[config.mk]
export PLATFORM = sky130hd
export DESIGN_NAME = sdram_load_bridge
export DESIGN_NICKNAME = d
export VERILOG_FILES = /design/src/rtl/sdram_load_bridge.sv
export SDC_FILE = /design/constraint.sdc
export NUM_CORES = 1
export LEC_CHECK = 0
export CAP_MARGIN = 40
export CORE_MARGIN = 3
export CORE_UTILIZATION = 32
export CTS_BUF_LIST = sky130_fd_sc_hd__clkbuf_4
export DETAILED_ROUTE_END_ITERATION = 10
export GPL_ROUTABILITY_DRIVEN = 0
export HOLD_SLACK_MARGIN = 0.1
export SETUP_SLACK_MARGIN = 0.3
export SLEW_MARGIN = 40
export SYNTH_ARGS = -nofsm -noshare
export SYNTH_HDL_FRONTEND = slang
export SYNTH_SLANG_ARGS = --single-unit
[constraint.sdc]
create_clock -name clk50 -period 6 [get_ports clk50]
set_clock_uncertainty 0.15 [all_clocks]
set_input_delay 0.9 -clock clk50 [delete_from_list [all_inputs] [get_ports clk50]]
set_output_delay 0.9 -clock clk50 [all_outputs]
set_load 0.1 [all_outputs]
[src/rtl/sdram_load_bridge.sv]
// rtl/sdram_load_bridge.sv - buffers loader word writes into SDRAM over Avalon-MM, then serves playback reads
module sdram_load_bridge #(
    parameter int FIFO_DEPTH = 4,
    parameter int ADDR_W     = 25,
    parameter int DATA_W     = 16
) (
    input  logic              clk50,
    input  logic              reset,
    input  logic              in_we,
    input  logic [ADDR_W-1:0] in_address,
    input  logic [DATA_W-1:0] in_data,
    output logic              in_op_begun,
    input  logic              in_init_done,
    input  logic              in_init_error,
    output logic [ADDR_W-1:0] avm_address,
    output logic              avm_write,
    output logic [DATA_W-1:0] avm_writedata,
    output logic [1:0]        avm_byteenable,
    output logic              avm_read,
    input  logic [DATA_W-1:0] avm_readdata,
    input  logic              avm_waitrequest,
    input  logic              avm_readdatavalid,
    input  logic              play_req,
    input  logic [ADDR_W-1:0] play_addr,
    output logic [DATA_W-1:0] play_data,
    output logic              play_valid,
    output logic              play_busy,
    output logic              load_done,
    output logic              load_error,
    output logic [ADDR_W-1:0] words_written
);

    localparam int IDX_W = $clog2(FIFO_DEPTH);
    localparam int PTR_W = IDX_W + 1;

    typedef enum logic [2:0] {
        LOAD,
        DRAIN,
        READY,
        RD_CMD,
        RD_WAIT,
        ERROR
    } state_t;

    state_t state;
    state_t state_nxt;

    logic [ADDR_W-1:0] fifo_addr [FIFO_DEPTH];
    logic [DATA_W-1:0] fifo_data [FIFO_DEPTH];
    logic [PTR_W-1:0]  wr_ptr;
    logic [PTR_W-1:0]  rd_ptr;
    logic              full;
    logic              empty;
    logic              push;
    logic              pop;
    logic              wr_active;
    logic              err_pending;
    logic [ADDR_W-1:0] rd_addr;

    // The extra pointer bit distinguishes a full ring from an empty one
    assign empty = (wr_ptr == rd_ptr);
    assign full  = (wr_ptr[PTR_W-1] != rd_ptr[PTR_W-1]) &&
                   (wr_ptr[IDX_W-1:0] == rd_ptr[IDX_W-1:0]);

    // Next-state selection and all command/status outputs derived from the current state
    always_comb begin
        state_nxt      = state;
        in_op_begun    = 1'b0;
        wr_active      = 1'b0;
        avm_write      = 1'b0;
        avm_read       = 1'b0;
        avm_address    = '0;
        avm_writedata  = '0;
        avm_byteenable = 2'b00;
        play_busy      = 1'b1;
        load_done      = 1'b0;
        load_error     = 1'b0;

        in_op_begun = in_we && !full && (state == LOAD);

        // In ERROR only the write that was already on the bus may finish
        wr_active = (state == LOAD) || (state == DRAIN) ||
                    ((state == ERROR) && err_pending);
        avm_write = wr_active && !empty;
        avm_read  = (state == RD_CMD);

        if (avm_write) begin
            avm_address   = fifo_addr[rd_ptr[IDX_W-1:0]];
            avm_writedata = fifo_data[rd_ptr[IDX_W-1:0]];
        end else if (avm_read) begin
            avm_address = rd_addr;
        end
        if (avm_write || avm_read) begin
            avm_byteenable = 2'b11;
        end

        play_busy  = (state != READY);
        load_done  = (state == READY) || (state == RD_CMD) || (state == RD_WAIT);
        load_error = (state == ERROR);

        case (state)
            LOAD: begin
                if (in_init_error) begin
                    state_nxt = ERROR;
                end else if (in_init_done) begin
                    state_nxt = DRAIN;
                end
            end
            DRAIN: begin
                if (in_init_error) begin
                    state_nxt = ERROR;
                end else if (empty) begin
                    state_nxt = READY;
                end
            end
            READY: begin
                if (play_req) begin
                    state_nxt = RD_CMD;
                end
            end
            RD_CMD: begin
                if (!avm_waitrequest) begin
                    state_nxt = RD_WAIT;
                end
            end
            RD_WAIT: begin
                if (avm_readdatavalid) begin
                    state_nxt = READY;
                end
            end
            ERROR: begin
                state_nxt = ERROR;
            end
            default: begin
                state_nxt = LOAD;
            end
        endcase
    end

    assign push = in_op_begun;
    assign pop  = avm_write && !avm_waitrequest;

    // State register
    always_ff @(posedge clk50) begin
        if (reset) begin
            state <= LOAD;
        end else begin
            state <= state_nxt;
        end
    end

    // Buffer storage; contents need no reset because the pointers define validity
    always_ff @(posedge clk50) begin
        if (push) begin
            fifo_addr[wr_ptr[IDX_W-1:0]] <= in_address;
            fifo_data[wr_ptr[IDX_W-1:0]] <= in_data;
        end
    end

    // Buffer pointers and completed-write counter
    always_ff @(posedge clk50) begin
        if (reset) begin
            wr_ptr        <= '0;
            rd_ptr        <= '0;
            words_written <= '0;
        end else begin
            if (push) begin
                wr_ptr <= wr_ptr + PTR_W'(1);
            end
            if (pop) begin
                rd_ptr        <= rd_ptr + PTR_W'(1);
                words_written <= words_written + ADDR_W'(1);
            end
        end
    end

    // Remember whether a stalled write was on the bus when the error hit
    always_ff @(posedge clk50) begin
        if (reset) begin
            err_pending <= 1'b0;
        end else if ((state != ERROR) && (state_nxt == ERROR)) begin
            err_pending <= avm_write && avm_waitrequest;
        end else if (pop) begin
            err_pending <= 1'b0;
        end
    end

    // Playback read address capture and returned-sample register
    always_ff @(posedge clk50) begin
        if (reset) begin
            rd_addr    <= '0;
            play_data  <= '0;
            play_valid <= 1'b0;
        end else begin
            play_valid <= 1'b0;
            if ((state == READY) && play_req) begin
                rd_addr <= play_addr;
            end
            if ((state == RD_WAIT) && avm_readdatavalid) begin
                play_data  <= avm_readdata;
                play_valid <= 1'b1;
            end
        end
    end

endmodule

==> results of run 1 <==
## worst min path at each step
stage / startpoint / to / depth (start not counted) / slack [ns]
3_5_place_dp: play_data[13] / play_data[13] / 2 / 0.29
2_1_floorplan: rd_addr[0] / rd_addr[0] / 2 / 0.29
4_1_cts: play_data[13] / play_data[13] / 2 / 0.30
5_1_grt: play_data[10] / play_data[10] / 2 / 0.32
3_3_place_gp: play_data[14] / play_data[14] / 2 / 0.29
6_report: play_data[13] / play_data[13] / 2 / 0.30
## state kept, by name, summed over array words and instances (netlist names), named ones only
| signal | flops |
|---|---|
| fifo_addr | 100 |
| fifo_data | 64 |
| rd_addr | 25 |
| words_written | 25 |
| play_data | 16 |
| rd_ptr | 3 |
| state | 3 |
| wr_ptr | 3 |
| err_pending | 1 |
| play_valid | 1 |
## cell type report
| cell class | count | share of cell area (%) |
|---|---|---|
| diodes | 2 | 0.0404 |
| clock buffers | 103 | 6.24 |
| clock inverters | 16 | 1.19 |
| inverters | 10 | 0.323 |
| multi-input cells | 388 | 24.1 |
| flip-flops and latches | 243 | 52.5 |
| well taps | 390 | 3.94 |
| repair buffers | 191 | 11.6 |
## worst max-delay path: stages (launching register included)
cell and delay (ns):
dfxtp_1 0.44, xor2_1 0.42, o311ai_4 0.15, inv_4 0.44, a22o_1 0.28, buf_2 0.45
## metrics by stage
step / hold WS (ns) / setup slack (ns) / std cells
final: 0.301 / 2.15 / 1343
after global routing: 0.319 / 1.94 / 1342
after detailed placement: 0.293 / 2.23 / 1222
after floorplan: 0.287 / 1.57 / 685
after global placement: 0.292 / 1.70 / 1221
after CTS: 0.302 / 2.04 / 1341
## Yosys cell counts (all sizes together) (2+ instances only)
| cell | n | area (sq um) |
|---|---|---|
| a21oi | 59 | 295 |
| inv | 10 | 37.5 |
| xor2 | 3 | 33.8 |
| ha | 6 | 75.1 |
| o21ai | 12 | 60.1 |
| or4 | 8 | 60.1 |
| xnor2 | 2 | 17.5 |
| buf | 13 | 65.1 |
| a22o | 25 | 219 |
| nor4b | 4 | 35.0 |
| dfxtp | 79 | 1580 |
| and2 | 21 | 131 |
| nor4 | 6 | 37.5 |
| and3 | 3 | 18.8 |
| nand3 | 12 | 60.1 |
| or3 | 5 | 31.3 |
| mux4 | 41 | 923 |
| nor2b | 14 | 87.6 |
| mux2i | 3 | 30.0 |
| o31ai | 8 | 60.1 |
| and4 | 2 | 17.5 |
| nor3 | 7 | 35.0 |
| nand4b | 2 | 17.5 |
| mux2 | 13 | 146 |
| nand4 | 4 | 25.0 |
| nand2b | 4 | 25.0 |
| nor2 | 21 | 78.8 |
| edfxtp | 164 | 4920 |
| clkbuf | 31 | 118 |
| nand2 | 91 | 342 |
## report_power, final
part	leakage, uW	internal (uW)	switching (uW)
clock	0.000539	911	680
sequential	0.00213	1880	54.6
combinational	0.00174	298	969
total	0.00441	3090	1700
## layer usage
metal | track usage, % | share of wire, % | routed length, microns
met5 | 0 | 0 | 0
met4 | 5.10 | 2.1 | 509
met3 | 4.80 | 7.3 | 1750
met2 | 23.0 | 46 | 11100
met1 | 19.3 | 44 | 10600
## cell families after synthesis
group	synth area share, %
mux	11.3
buf+inv	2.27
fa+ha+maj	0.773
compound gates	7.49
simple gates	10.6
xor+xnor	0.529
flops	67.0
==> summary.txt, run 1 <==
Die
  • Die Height: 180 microns
  • # rows: 63
  • Die Wd: 180 microns
  • Initial core utilization: 32.6%
  • Die area: 32,500 sq um
  • Ports: 181
  • Core ar.: 29,800 sq um

Clocking
  • H-Tree Depth: 3
  • Clk sinks: 243
  • Hold_buf cts: 0
  • Clk slew on worst S/H paths: 0.06 ns
  • Maximum root-to-sink buffer count: 3
  • Root Buffer: clkbuf_4
  • Setup Buffers After CTS: 0
  • CTS tree: yes
  • CTS resizes: 0
  • Clk Latency, worst-skew pair: 0.64 ns
  • Num CTS Buffers: 69

Power
  • Pwr Density: 387 nW/um^2
  • Lkg Pwr: 0.00441 uW
  • Final Total Pwr: 4790 uW
  • Peak VDD IR: 263 uV

Layout
  • Commonest non-fill, non-tap cell in the layout: edfxtp_1
  • Fin area: 12,400 sq um
  • Final core utilization: 41.6%
  • Area occupied by multi-input gates: 2990 sq um
  • Fraction of layout cells with a size suffix above 1: 29.2%
  • Reg area: 6510 sq um
  • Fillers: 2,875
  • Final nets: 999
  • Most frequent cells in the layout: 164 x edfxtp_1, 103 x clkbuf_4, 91 x nand2_1, 91 x buf_2, 88 x clkdlybuf4s50_1
  • Area grow syn2layout: 27.7%

Drt
  • Post-route DRC: 0
  • DR WL/cell: 17.8 microns
  • Post-Route WL: 23.9 mm
  • Vias: 6,461
  • Via-per-instance ratio: 4.81
  • Router iterations before antenna repair: 4
  • Detail Route Antenna Nets: 0
  • DR iter-0 viols: 358

Place
  • IO Port Bufs: 180
  • Placed Area: 11,500 sq um
  • HPWL reported at the end of detailed placement: 14.7 mm

Critical path
  • Crit path capture type: output port
  • Critical Path AT: 2.80 ns
  • CP startpoint: wr_ptr[0]
  • R2R Path End: fifo_addr[2][24]
  • Worst Path Required: 4.95 ns
  • Critical Path Fanout Max: 44
  • Depth of the most critical reg-to-reg path: 4
  • Worst setup path endpoint: avm_address[24]
  • Critical Path Source Type: register
  • Register-to-Register Setup Slack: 3.12 ns
  • Critical path class: reg -> out
  • Worst R2R Start: wr_ptr[0]

Logic synthesis
  • Syn avg cell area: 14.2 sq um
  • Number of synthesized flops with an enable pin: 164
  • Cells after Synth: 685
  • Post-synthesis sequential area ratio: 67.0%
  • Synth Register Bits: 243
  • Ys flop type: edfxtp_1
  • Distinct cells, synth: 47
  • Yosys warnings: 0
  • Mapped Area: 9710 sq um
  • Ys async rst share: 0%
  • Syn_nets: 781

Global routing
  • Largest net degree at the start of global routing: 94
  • First-pass GRT wire length: 38.0 mm
  • Vias in the first global route: 6,713
  • GRT Util Overall: 14.7%
  • Initial antenna violation count: 1
  • Total grt overflow: 0

STA
  • Fin crit share: 64.2%
  • Slew headroom: 50.6%
  • Worst Max-Slew Pin Slew: 0.741 ns
  • RSZ-0062 raised after global routing: false
  • Max Fclk: 259 MHz
  • Final Hold Fails: 0
  • Setup violators final: 0
  • Slew Limit Fails: 0
  • Period minus WS final: 3.85 ns
  • Post-Route Setup TNS: 0 ns

Hold path
  • Min-Delay Path Class: reg -> reg

Run status
  • Status: completed

Job
  • MaxCap Viol Count: 0
(Power assumes the default switching activity.)
==> run 2: changes to the inputs <==
Clock period 6 ns to 3.55 ns, I/O delays scaled along.
==> summary.txt, run 2 (same netlist as run 1, synthesis figures left out) <==
Clocking
  • H-Tree Depth: 3
  • Clk sinks: 243
  • Clk slew on worst S/H paths: 0.06 ns
  • Clk Latency, worst-skew pair: 0.65 ns
  • CTS tree: yes
  • Num CTS Buffers: 68
  • Hold_buf cts: 0
  • Maximum root-to-sink buffer count: 3
  • Root Buffer: clkbuf_4

Layout
  • Fillers: 2,746
  • Final cell count without fillers: 1,346
  • Area grow syn2layout: 35.4%
  • ANT cells: 0
  • Commonest non-fill, non-tap cell in the layout: edfxtp_1
  • Fraction of layout cells with a size suffix above 1: 30.3%
  • Most frequent cells in the layout: 164 x edfxtp_1, 102 x clkbuf_4, 91 x nand2_1
  • Largest register FFs: 100
  • Final nets: 1,009

Die
  • # rows: 63
  • Die Height: 180 microns
  • Initial core utilization: 32.6%
  • Die area: 32,500 sq um
  • Die Wd: 180 microns
  • Core ar.: 29,800 sq um
  • Ports: 181

Drt
  • DR iter-0 viols: 346
  • Detail Route Antenna Nets: 0
  • Post-route DRC: 0
  • DR WL/cell: 18.0 microns
  • Via-per-instance ratio: 4.85
  • Router iterations before antenna repair: 4
  • Vias: 6,531
  • Post-Route WL: 24.2 mm

Power
  • P_int: 5470 uW
  • Pwr Density: 641 nW/um^2
  • Lkg Pwr: 0.00456 uW
  • Peak VDD IR: 390 uV
  • Clock power frac: 29.7%
  • Flop pwr share: 38.5%
  • P_sw: 2950 uW
  • Net Sw Frac: 35.0%
  • Final Total Pwr: 8420 uW
  • Comb pwr share: 31.8%

Hold path
  • Min-Delay Path Class: in -> reg

Critical path
  • Slowest cell delay on critical path: 0.36 ns
  • Critical path buffers and inverters: 3
  • Critical Path Fanout Max: 19
  • Crit path capture type: output port
  • CP delay by family, top: buffers and inverters
  • Critical Path Source Type: register
  • Worst Path Required: 2.87 ns
  • CP max stage cell: dfxtp_1
  • Critical Path AT: 2.39 ns
  • Worst path cell trace: xor2_2 > o311ai_4 > inv_4 > buf_4 > a22o_1 > buf_12
  • Critical path class: reg -> out

Global routing
  • First-pass GRT wire length: 38.3 mm
  • GRT Util Overall: 14.8%
  • Total grt overflow: 0
  • Largest net degree at the start of global routing: 67
  • Vias in the first global route: 6,808
  • Initial antenna violation count: 2

STA
  • Slew headroom: 44.3%
  • Setup violators final: 0
  • Fin crit share: 86.7%
  • Final Hold Fails: 0
  • Period minus WS final: 3.08 ns
  • RSZ-0062 raised after global routing: false
  • Worst Max-Slew Pin Slew: 0.833 ns
  • Slew Limit Fails: 0
  • Max Fclk: 325 MHz
  • Post-Route Setup TNS: 0 ns

Place
  • Placed insts: 1,228
  • HPWL reported at the end of detailed placement: 15.2 mm
  • IO Port Bufs: 180

Run status
  • Status: completed

Job
  • MaxCap Viol Count: 0
## run 2: cell type report
| cell class | count | area [sq um] | area share [%] |
|---|---|---|---|
| well taps | 390 | 488 | 3.71 |
| clock inverters | 11 | 83.8 | 0.638 |
| flip-flops and latches | 243 | 6510 | 49.5 |
| inverters | 10 | 40.0 | 0.305 |
| repair buffers | 201 | 2230 | 17.0 |
| clock buffers | 102 | 766 | 5.82 |
| multi-input cells | 389 | 3020 | 23.0 |
## run 2: worst reg2reg max path: stages, from the launching register on
cell and delay [ns]:
dfxtp_1 0.30, buf_4 0.17, nor4b_1 0.37, o31a_1 0.42
and2_2 0.42, buf_12 0.28
## run 2: worst paths after layout
path	from	endpoint	slack, ns	depth (start not counted)
setup reg to reg	state[1]	fifo_addr[1][10]	1.09	5
setup / recovery	rd_ptr[2]	avm_address[20]	0.47	6
hold / removal	avm_readdata[1]	play_data[1]	0.28	3
hold reg to reg	play_data[4]	play_data[4]	0.30	2
## run 2: per-stage QoR
step / cell area [sq um] / hold WS, ns / util [%] / worst slack (ns)
floorplan: 9720 / 0.287 / - / 0.328
global placement: 12400 / 0.291 / 41.7 / 0.687
detailed placement: 12200 / 0.295 / 41.1 / 0.588
CTS: 13100 / 0.218 / 44.1 / 0.314
global route: 13100 / 0.233 / 44.1 / 0.295
finish: 13100 / 0.285 / 44.1 / 0.473
## run 2: power by group through the flow
stage / combinational [uW] / sequential, uW / clock (uW)
2_1_floorplan: 1650 / 3370 / 0
3_3_place_gp: 2670 / 3320 / 0
3_5_place_dp: 2660 / 3320 / 0
4_1_cts: 2710 / 3240 / 2610
5_1_grt: 2790 / 3260 / 2750
6_report: 2680 / 3240 / 2500
## run 2: layer usage
metal	vias up	part of all wire (%)	track usage, %
li1	3097	-	-
met1	3145	44	19.7
met2	236	46	23.1
met3	49	7.6	4.91
met4	4	2.3	4.76
met5	-	0.12	0
## run 2: repair_timing
item / in CTS / in global routing
cloned: 1 / 0
gates resized for setup: 2 / 3
endpoints found under the setup margin: 41 / 25
buffers inserted: 4 / 0
pin swaps: 1 / 0
==> run 3: changes to the inputs <==
Settings changed: CTS_BUF_LIST sky130_fd_sc_hd__clkbuf_4 to sky130_fd_sc_hd__clkbuf_8 sky130_fd_sc_hd__clkbuf_16, DONT_BUFFER_PORTS set to 1, SKIP_CTS_REPAIR_TIMING set to 1.
==> summary.txt, run 3 (same netlist as run 1, synthesis figures left out) <==
Critical path
  • Critical path class: reg -> out
  • Worst Path Required: 2.87 ns
  • Crit path capture type: output port
  • Critical Path AT: 2.38 ns
  • Critical Path Fanout Max: 18
  • Critical Path Source Type: register

Power
  • Pwr Density: 662 nW/um^2
  • Lkg Pwr: 0.00440 uW
  • Peak VDD IR: 507 uV

Layout
  • Fraction of layout cells with a size suffix above 1: 25.2%
  • Area occupied by multi-input gates: 3020 sq um
  • Most frequent cells in the layout: 164 x edfxtp_1, 90 x nand2_1, 85 x dlygate4sd3_1
  • Area grow syn2layout: 34.4%
  • Commonest non-fill, non-tap cell in the layout: edfxtp_1
  • Reg area: 6540 sq um
  • Largest register FFs: 100
  • Final nets: 937
  • Fillers: 2,632
  • ANT cells: 0
  • Fin area: 13,000 sq um

Die
  • Core ar.: 29,800 sq um
  • Die Wd: 180 microns
  • Die area: 32,500 sq um
  • Die Height: 180 microns
  • # rows: 63
  • Ports: 181
  • Initial core utilization: 32.6%

Global routing
  • Largest net degree at the start of global routing: 94
  • Vias in the first global route: 6,049
  • Total grt overflow: 0
  • Initial antenna violation count: 1
  • GRT Util Overall: 13.7%
  • First-pass GRT wire length: 35.6 mm

Clocking
  • Clk slew on worst S/H paths: 0.06 ns
  • H-Tree Depth: 1
  • Num CTS Buffers: 27
  • Maximum root-to-sink buffer count: 3
  • Clk sinks: 243
  • Root Buffer: clkbuf_16
  • Clk Latency, worst-skew pair: 0.55 ns
  • CTS tree: yes

STA
  • Fin crit share: 86.3%
  • Setup violators final: 0
  • Worst Max-Slew Pin Slew: 0.735 ns
  • Slew Limit Fails: 0
  • Max Fclk: 326 MHz
  • Post-Route Setup TNS: 0 ns
  • Slew headroom: 50.9%
  • Period minus WS final: 3.07 ns
  • Final Hold Fails: 0
  • RSZ-0062 raised after global routing: false

Hold path
  • Min-Delay Path Class: in -> reg

Drt
  • Post-route DRC: 0
  • DR iter-0 viols: 410
  • Detail Route Antenna Nets: 0
  • Router iterations before antenna repair: 5
  • Post-Route WL: 23.8 mm
  • Via-per-instance ratio: 5.00
  • Vias: 6,254
  • DR WL/cell: 19.0 microns

Job
  • MaxCap Viol Count: 0

Place
  • HPWL reported at the end of detailed placement: 14.2 mm
  • IO Port Bufs: 0
  • Placed Area: 11,300 sq um

Run status
  • Status: completed
## run 3: cell types whose count changed in the layout (fill, tap and decap cells not counted), moves of 6 or more
cell | previous run | this run
clkbuf_4 | 102 | 0
clkdlybuf4s50_1 | 88 | 0
dlygate4sd3_1 | 0 | 85
buf_2 | 39 | 0
clkbuf_16 | 0 | 28
dfxtp_1 | 76 | 58
dfxtp_2 | 2 | 20
buf_4 | 26 | 41
clkinv_2 | 0 | 6
## run 3: final cells by class
type / count / share of cell area (%)
multi-input combinational: 388 / 23.2
inverter: 10 / 0.288
sequential: 243 / 50.1
timing repair buffer: 171 / 15.8
tap: 390 / 3.74
clock inverter: 19 / 1.23
clock buffer: 31 / 5.69
## run 3: where the power goes
part,switching (uW),internal (uW),total (uW)
clock network,1150,1640,2790
logic,1650,852,2500
registers,157,3180,3340
total,2960,5680,8640
## run 3: worst paths after layout
path / depth (start not counted) / from / slack (ns) / end
setup / recovery: 4 / register / 0.48 / avm_writedata[5]
hold / removal: 2 / avm_waitrequest / 0.08 / words_written[1]
setup reg to reg: 6 / state[1] / 0.77 / rd_addr[5]
hold reg to reg: 2 / rd_addr[21] / 0.30 / rd_addr[21]
## run 3: routing by layer
metal	up-vias	GRT usage, %	part of all wire [%]
met5	-	0	0.029
met4	2	2.86	2.0
met3	31	5.03	7.7
met2	221	21.8	48
met1	3100	18.3	43
li1	2900	-	-
## run 3: metrics by stage
stage               cells  hold slack, ns  worst slack [ns]  power (uW)  utilization [%]
floorplan             685           0.287             0.328        5020                -
global placement     1116           0.288             0.928        5790             37.7
detailed placement   1116           0.290             0.927        5810             37.8
CTS                  1166          -0.132             0.302        8630             40.8
global route         1252           0.107             0.313        8960             43.8
finish               1252          0.0797             0.485        8640             43.8
## run 3: critical path, stage by stage (launching register included)
cell	delay, ns
dfxtp_4	0.58
buf_4	0.33
mux4_2	0.55
and2_1	0.21
buf_12	0.17
